<file path="src/rtl/mult_fu_if.sv">
// mult_fu_pkg / mult_fu_if
// Shared widths, func encodings and the issue packet type, plus the bundle of
// issue, backpressure, flush and CDB signals between the multiply unit and its
// surroundings.
//   master : reservation station / CDB arbiter side (drives packet, grant, squash)
//   slave  : multiply unit side (drives avail and the CDB request/result)
package mult_fu_pkg;
    localparam int PRN_WIDTH     = 6;
    localparam int ROB_CNT_WIDTH = 5;

    localparam logic [2:0] FUNC_MUL    = 3'd0;
    localparam logic [2:0] FUNC_MULH   = 3'd1;
    localparam logic [2:0] FUNC_MULHSU = 3'd2;
    localparam logic [2:0] FUNC_MULHU  = 3'd3;

    typedef struct packed {
        logic                     valid;
        logic [2:0]               func;
        logic [31:0]              op1;
        logic [31:0]              op2;
        logic [PRN_WIDTH-1:0]     dest_prn;
        logic [ROB_CNT_WIDTH-1:0] robn;
    } fu_packet_t;
endpackage

interface mult_fu_if;
    import mult_fu_pkg::*;

    fu_packet_t               fu_packet;
    logic                     cdb_gnt;
    logic                     squash;
    logic                     avail;
    logic                     cdb_req;
    logic [31:0]              cdb_value;
    logic [PRN_WIDTH-1:0]     cdb_dest_prn;
    logic [ROB_CNT_WIDTH-1:0] cdb_robn;

    modport master (
        output fu_packet, cdb_gnt, squash,
        input  avail, cdb_req, cdb_value, cdb_dest_prn, cdb_robn
    );

    modport slave (
        input  fu_packet, cdb_gnt, squash,
        output avail, cdb_req, cdb_value, cdb_dest_prn, cdb_robn
    );
endinterface

</file>
<file path="src/rtl/mult_fu.sv">
// mult_fu
// Pipelined RV32M multiply unit (MUL/MULH/MULHSU/MULHU). STAGES registers deep
// including the output register; results wait in OUT until the CDB grants them.
// A one-entry skid register absorbs the packet that arrives in a stall cycle.
// Ports:
//   clock  system clock
//   reset  asynchronous active-low reset
//   bus    mult_fu_if.slave: fu_packet, cdb_gnt, squash in; avail, cdb_* out
module mult_fu
    import mult_fu_pkg::*;
#(
    parameter int STAGES = 4
) (
    input  logic        clock,
    input  logic        reset,
    mult_fu_if.slave    bus
);

    // Operands are held 33 bits wide, pre-extended according to func, so a
    // single product covers all four signedness combinations.
    typedef struct packed {
        logic                     valid;
        logic [2:0]               func;
        logic [32:0]              a;
        logic [32:0]              b;
        logic [63:0]              prod;
        logic [PRN_WIDTH-1:0]     dest_prn;
        logic [ROB_CNT_WIDTH-1:0] robn;
    } stage_t;

    typedef struct packed {
        logic                     valid;
        logic [31:0]              value;
        logic [PRN_WIDTH-1:0]     dest_prn;
        logic [ROB_CNT_WIDTH-1:0] robn;
    } out_t;

    stage_t     stg_q [1:STAGES-1];
    stage_t     stg_d [1:STAGES-1];
    fu_packet_t sk_q, sk_d;
    out_t       out_q, out_d;

    logic        advance;
    logic        stall;
    logic [65:0] full_prod;
    logic [63:0] prod_s1;
    logic [63:0] prod_last;
    stage_t      last;

    function automatic stage_t load_s1(input fu_packet_t p);
        stage_t s;
        logic   sgn_a;
        logic   sgn_b;
        sgn_a      = (p.func != FUNC_MULHU);
        sgn_b      = (p.func == FUNC_MUL) || (p.func == FUNC_MULH);
        s.valid    = p.valid;
        s.func     = p.func;
        s.a        = {sgn_a & p.op1[31], p.op1};
        s.b        = {sgn_b & p.op2[31], p.op2};
        s.prod     = '0;
        s.dest_prn = p.dest_prn;
        s.robn     = p.robn;
        return s;
    endfunction

    assign advance   = ~out_q.valid | bus.cdb_gnt;
    assign stall     = ~advance;
    assign bus.avail = ~sk_q.valid & ~(stall & bus.fu_packet.valid);

    // 66-bit product of the sign-extended 33-bit operands; the low 64 bits
    // are exact for every signedness combination.
    assign full_prod = {{33{stg_q[1].a[32]}}, stg_q[1].a} * {{33{stg_q[1].b[32]}}, stg_q[1].b};
    assign prod_s1   = full_prod[63:0];
    assign last      = stg_q[STAGES-1];
    assign prod_last = (STAGES == 2) ? prod_s1 : last.prod;

    always_comb begin
        stg_d = stg_q;
        sk_d  = sk_q;
        out_d = out_q;

        if (advance) begin
            if (sk_q.valid) begin
                stg_d[1]   = load_s1(sk_q);
                sk_d.valid = 1'b0;
            end else begin
                stg_d[1] = load_s1(bus.fu_packet);
            end

            for (int k = 2; k < STAGES; k++) begin
                stg_d[k] = stg_q[k-1];
                if (k == 2) begin
                    stg_d[k].prod = prod_s1;
                end
            end

            out_d.valid    = last.valid;
            out_d.dest_prn = last.dest_prn;
            out_d.robn     = last.robn;
            case (last.func)
                FUNC_MUL:                            out_d.value = prod_last[31:0];
                FUNC_MULH, FUNC_MULHSU, FUNC_MULHU:  out_d.value = prod_last[63:32];
                default:                             out_d.value = '0;
            endcase
        end else if (bus.fu_packet.valid) begin
            sk_d = bus.fu_packet;
        end

        // Flush wins over grant and advance; data may move but nothing stays valid.
        if (bus.squash) begin
            for (int k = 1; k < STAGES; k++) begin
                stg_d[k].valid = 1'b0;
            end
            sk_d.valid  = 1'b0;
            out_d.valid = 1'b0;
        end
    end

    always_ff @(posedge clock or negedge reset) begin
        if (!reset) begin
            for (int k = 1; k < STAGES; k++) begin
                stg_q[k] <= '0;
            end
            sk_q  <= '0;
            out_q <= '0;
        end else begin
            stg_q <= stg_d;
            sk_q  <= sk_d;
            out_q <= out_d;
        end
    end

    assign bus.cdb_req      = out_q.valid;
    assign bus.cdb_value    = out_q.value;
    assign bus.cdb_dest_prn = out_q.dest_prn;
    assign bus.cdb_robn     = out_q.robn;

    // The RS never issues while the skid entry is occupied.
    a_no_issue_into_full_skid : assert property (
        @(posedge clock) disable iff (!reset) !(bus.fu_packet.valid && sk_q.valid)
    );

endmodule

</file>
<file path="src/flat_wrapper.sv">
// flat-port wrapper written by rule: the top's interface ports become plain ports
module mult_fu_flat import mult_fu_pkg::*;
#(
    parameter int STAGES = 4
)
  (clock, reset, bus_fu_packet, bus_cdb_gnt, bus_squash, bus_avail, bus_cdb_req, bus_cdb_value, bus_cdb_dest_prn, bus_cdb_robn);
  mult_fu_if bus_i ();
  input  logic clock;
  input  logic reset;
  input wire logic [$bits(bus_i.fu_packet)-1:0] bus_fu_packet;
  input wire logic [$bits(bus_i.cdb_gnt)-1:0] bus_cdb_gnt;
  input wire logic [$bits(bus_i.squash)-1:0] bus_squash;
  output wire logic [$bits(bus_i.avail)-1:0] bus_avail;
  output wire logic [$bits(bus_i.cdb_req)-1:0] bus_cdb_req;
  output wire logic [$bits(bus_i.cdb_value)-1:0] bus_cdb_value;
  output wire logic [$bits(bus_i.cdb_dest_prn)-1:0] bus_cdb_dest_prn;
  output wire logic [$bits(bus_i.cdb_robn)-1:0] bus_cdb_robn;
  assign bus_i.fu_packet = bus_fu_packet;
  assign bus_i.cdb_gnt = bus_cdb_gnt;
  assign bus_i.squash = bus_squash;
  assign bus_avail = bus_i.avail;
  assign bus_cdb_req = bus_i.cdb_req;
  assign bus_cdb_value = bus_i.cdb_value;
  assign bus_cdb_dest_prn = bus_i.cdb_dest_prn;
  assign bus_cdb_robn = bus_i.cdb_robn;
  mult_fu #(.STAGES(STAGES)) u_core (.clock(clock), .reset(reset), .bus(bus_i));
endmodule
</file>
<file path="config.mk">
export PLATFORM = sky130hd
export DESIGN_NAME = mult_fu_flat
export DESIGN_NICKNAME = d
export VERILOG_FILES = /design/src/rtl/mult_fu_if.sv /design/src/rtl/mult_fu.sv /design/src/flat_wrapper.sv
export SDC_FILE = /design/constraint.sdc
export NUM_CORES = 2
export LEC_CHECK = 0
export CORE_MARGIN = 2
export CORE_UTILIZATION = 50
export DETAILED_ROUTE_END_ITERATION = 16
export DONT_BUFFER_PORTS = 1
export PLACE_DENSITY = 0.64
export SYNTH_ARGS = -nofsm -noshare
export SYNTH_HDL_FRONTEND = slang
export SYNTH_SLANG_ARGS = --single-unit
</file>
<file path="constraint.sdc">
create_clock -name clock -period 18.18 [get_ports clock]
set_input_delay 3.636 -clock clock [delete_from_list [all_inputs] [get_ports clock]]
set_output_delay 3.636 -clock clock [all_outputs]
set_load 0.03 [all_outputs]
</file>
==> metrics.md <==
| Metric | Value |
|---|---|
| Worst slew pin tran | 1.05 ns |
| Hold_buf cts | 0 |
| Mux cell area share after synthesis | 0.0319 |
| Synth Area in Simple Gates | 0.158 |
| CP Buf/Inv Count | 6 |
| MaxCap Viol Count | 0 |
| Core Area | 0.105 mm^2 |
| Final WL | 128000 um |
| Die width | 328 um |
| First-pass detailed-route iteration total | 8 |
| Post-CTS Setup Inserts | 0 |
| Die H | 328 um |
| Largest net degree at the start of global routing | 363 |
| Number of antenna violations at the first check in global routing | 1 |
| Clock skew | 0.0316 ns |
| Number of I/O pins | 128 |
| First DRT Iteration DRCs | 2143 |
| Layout area overhead | 4.92% |
| R2r startpoint | u_core.stg_q[430]$_DFFE_PN0N_ |
| Overall routing resource usage | 0.250 |
| Number of buffers created by CTS | 44 |
| Top Family by Delay on Critical Path | adder cells |
| DRC | 0 |
| Hold path cells | 2 |
| Slew Viols, Final | 0 |
| XOR/XNOR Fraction of Synth Area | 0.0126 |
| Slowest Stage Delay on Critical Path | 1.10 ns |
| Yosys cell types | 62 |
| RSZ-0062 raised after global routing | false |
| Initial Util | 0.502 |
| Hold Violations, Final | 0 |
| CP required | 18.69 ns |
| GP Congestion | 0.892 |
| Worst Setup Path Type | reg2reg |
| Seq/Total Area, Yosys | 0.172 |
| Syn Nets | 6929 |
| Vias post-DR | 35712 |
| Layout cell share with drive strength beyond 1 | 0.0447 |
| Hold path start | u_core.last[5]$_DFFE_PN0N_ |
| Crit. End Element | flop |
| Tmin final | 8.38 ns |
| Hold Path Class | reg2reg |
| CTS tree | done |
| H-tree depth | 2 |
| Mean Syn Cell Area | 9.56 um^2 |
| Dpl hpwl | 99900 um |
| Clk root buf | clkbuf_16 |
| Crit-path max FO | 27 |
| CTS max path bufs | 3 |
| Adder-cell share of the synthesized area | 0.478 |
| Post-cts gate resize count | 0 |
| CP arrival | 8.89 ns |
| Main synth FF type | dfrtp_1 |
| Worst r2r path cells | 25 |
| Setup TNS | 0 ns |
| Outcome | finished, final reports clean |
| Fin crit share | 0.461 |
| I/O Buffers | 0 |
| Register area | 0.00907 mm^2 |
| Vias per Instance | 5.30 |
| Reg-to-Reg End | u_core.stg_q[216]$_DFFE_PN0N_ |
| Cell repeated most along the worst path | fa_1 |
| Overflow after GRT | 0 |
| CP max stage cell | fa_1 |
| Slew headroom | 0.300 |
| Clk sinks | 362 |
| Worst reg2reg setup slack | 9.80 ns |
| WL/cell | 19.0 um |
| Register bit total from synthesis | 362 |
| Final net count | 6733 |
| Number of antenna diodes | 0 |
| Mapped Cells | 5509 |
| Multi-input gate area | 0.0383 mm^2 |
| Row count | 119 |
| Vias in the first global route | 38802 |
| Clock Latency Late Sink | 0.65 ns |
| Fill cells | 9731 |
| Synth Area in Compound Gates | 0.0462 |
| Main combinational cell family by area after synthesis | adder cells |
| Synth Cell Area | 0.0526 mm^2 |
| Antenna Violating Nets Remaining | 0 |
| Die area | 0.108 mm^2 |
| Worst-path clk slew | 0.08 ns |
| Highest Clock Rate | 0.119 GHz |
| First-pass GRT wire length | 212000 um |
| Fraction of registers with async set/reset | 1.00 |
| Post-synth EDFFs | 0 |
| Worst Setup Start Kind | flop |
| Endpoint, Worst Hold | u_core.bus.cdb_dest_prn[0]$_DFFE_PN0N_ |
| Synth warn | 0 |
| Final setup violation count | 0 |
-- worst max path at each step --
stage	startpoint	end	slack, ns	depth (start not counted)
CTS	u_core.stg_q[430]$_DFFE_PN0N_	u_core.stg_q[216]$_DFFE_PN0N_	9.74	25
global placement	bus_cdb_gnt	bus_avail	9.94	3
global route	u_core.stg_q[430]$_DFFE_PN0N_	u_core.stg_q[216]$_DFFE_PN0N_	9.29	25
floorplan	bus_cdb_gnt	bus_avail	9.49	6
finish	u_core.stg_q[430]$_DFFE_PN0N_	u_core.stg_q[216]$_DFFE_PN0N_	9.80	25
detailed placement	u_core.stg_q[430]$_DFFE_PN0N_	u_core.stg_q[216]$_DFFE_PN0N_	9.78	25
-- Yosys cell counts, types with 15 or more instances --
library cell	n	area, um^2
o21ai_0	121	606
inv_1	1096	4110
nand2_1	972	3650
xnor2_1	48	420
dfrtp_1	362	9060
and2_1	558	3490
fa_1	1125	22500
nor2b_1	31	194
ha_1	212	2650
a21o_1	34	255
a21oi_1	102	510
a221oi_1	32	280
mux2_2	79	890
a31oi_1	15	93.8
buf_1	16	60.1
xor2_1	28	245
nor2_1	147	552
clkbuf_1	285	1070
mux2i_1	79	791
nand4_1	17	106
-- worst min-delay path: cells and delay by family, from the launching register on --
family / cells / cell delay [ns]
DFF: 1 / 0.34
and+or+nand+nor: 2 / 0.10
-- cell usage in the layout (no fill, tap or decap), types with 4 or more instances in the layout --
| master | Yosys | routed |
|---|---|---|
| o2111ai_1 | 5 | 5 |
| xor2_1 | 28 | 28 |
| xnor2_1 | 48 | 48 |
| clkbuf_8 | 0 | 7 |
| nor3_1 | 7 | 6 |
| nand3_1 | 12 | 12 |
| a211oi_1 | 8 | 8 |
| inv_1 | 1096 | 1096 |
| mux2_2 | 79 | 79 |
| nor2_1 | 147 | 146 |
| and2_1 | 558 | 558 |
| clkinv_2 | 0 | 4 |
| o211ai_1 | 10 | 10 |
| a31oi_1 | 15 | 15 |
| nand2_1 | 972 | 971 |
| o21a_1 | 8 | 8 |
| o21ai_0 | 121 | 121 |
| dfrtp_2 | 0 | 4 |
| o21ai_1 | 5 | 5 |
| nand2b_1 | 12 | 11 |
| ha_1 | 212 | 212 |
| nand4_1 | 17 | 17 |
| o21bai_1 | 12 | 12 |
| a21oi_1 | 102 | 102 |
| a21o_1 | 34 | 34 |
| mux2i_1 | 79 | 79 |
| clkbuf_1 | 285 | 13 |
| buf_4 | 0 | 70 |
| and3_1 | 10 | 10 |
| nor2b_1 | 31 | 30 |
| clkbuf_16 | 0 | 44 |
| a221oi_1 | 32 | 32 |
| fa_1 | 1125 | 1125 |
| dfrtp_1 | 362 | 357 |
-- stage by stage --
stage / util / worst slack (ns) / hold WS, ns / std cells / instance area [um^2]
2_1_floorplan: - / 9.49 / 0.439 / 5509 / 52600
3_3_place_gp: 0.513 / 9.94 / 0.449 / 6658 / 53800
3_5_place_dp: 0.513 / 9.78 / 0.455 / 6658 / 53800
4_1_cts: 0.527 / 9.74 / 0.452 / 6736 / 55200
5_1_grt: 0.527 / 9.29 / 0.482 / 6736 / 55200
6_report: 0.527 / 9.80 / 0.460 / 6736 / 55200
-- routing by layer --
metal / GRT usage / wire, um
met1: 0.342 / 54600
met2: 0.426 / 64400
met3: 0.0287 / 5910
met4: 0.0654 / 3330
met5: 0 / 0
-- sequential cells by signal, indices dropped and copies added (netlist names) --
| name | flops |
|---|---|
| u_core.bus.cdb_dest_prn | 6 |
| u_core.bus.cdb_req | 1 |
| u_core.bus.cdb_robn | 5 |
| u_core.bus.cdb_value | 32 |
| u_core.last | 15 |
| u_core.prod_last | 64 |
| u_core.sk_q | 79 |
| u_core.stg_q | 160 |
-- kinds of logic (layout without fill, tap and decap cells) --
group | after synthesis | after routing
fa+ha+maj | 1337 | 1337
simple gates | 1779 | 1779
flops | 362 | 362
compound gates | 387 | 387
mux | 158 | 158
buf+inv | 1410 | 1246
xor+xnor | 76 | 76
-- cell type report --
class	instances	area share
clock buffer	64	0.0226
clock inverter	14	0.00347
inverter	1096	0.0745
multi-input combinational	3737	0.694
sequential	362	0.164
tap	1391	0.0315
timing repair buffer	72	0.0102
Power is not shown: default switching activity piles up to over one toggle a cycle in this logic, so the estimate is an artifact.
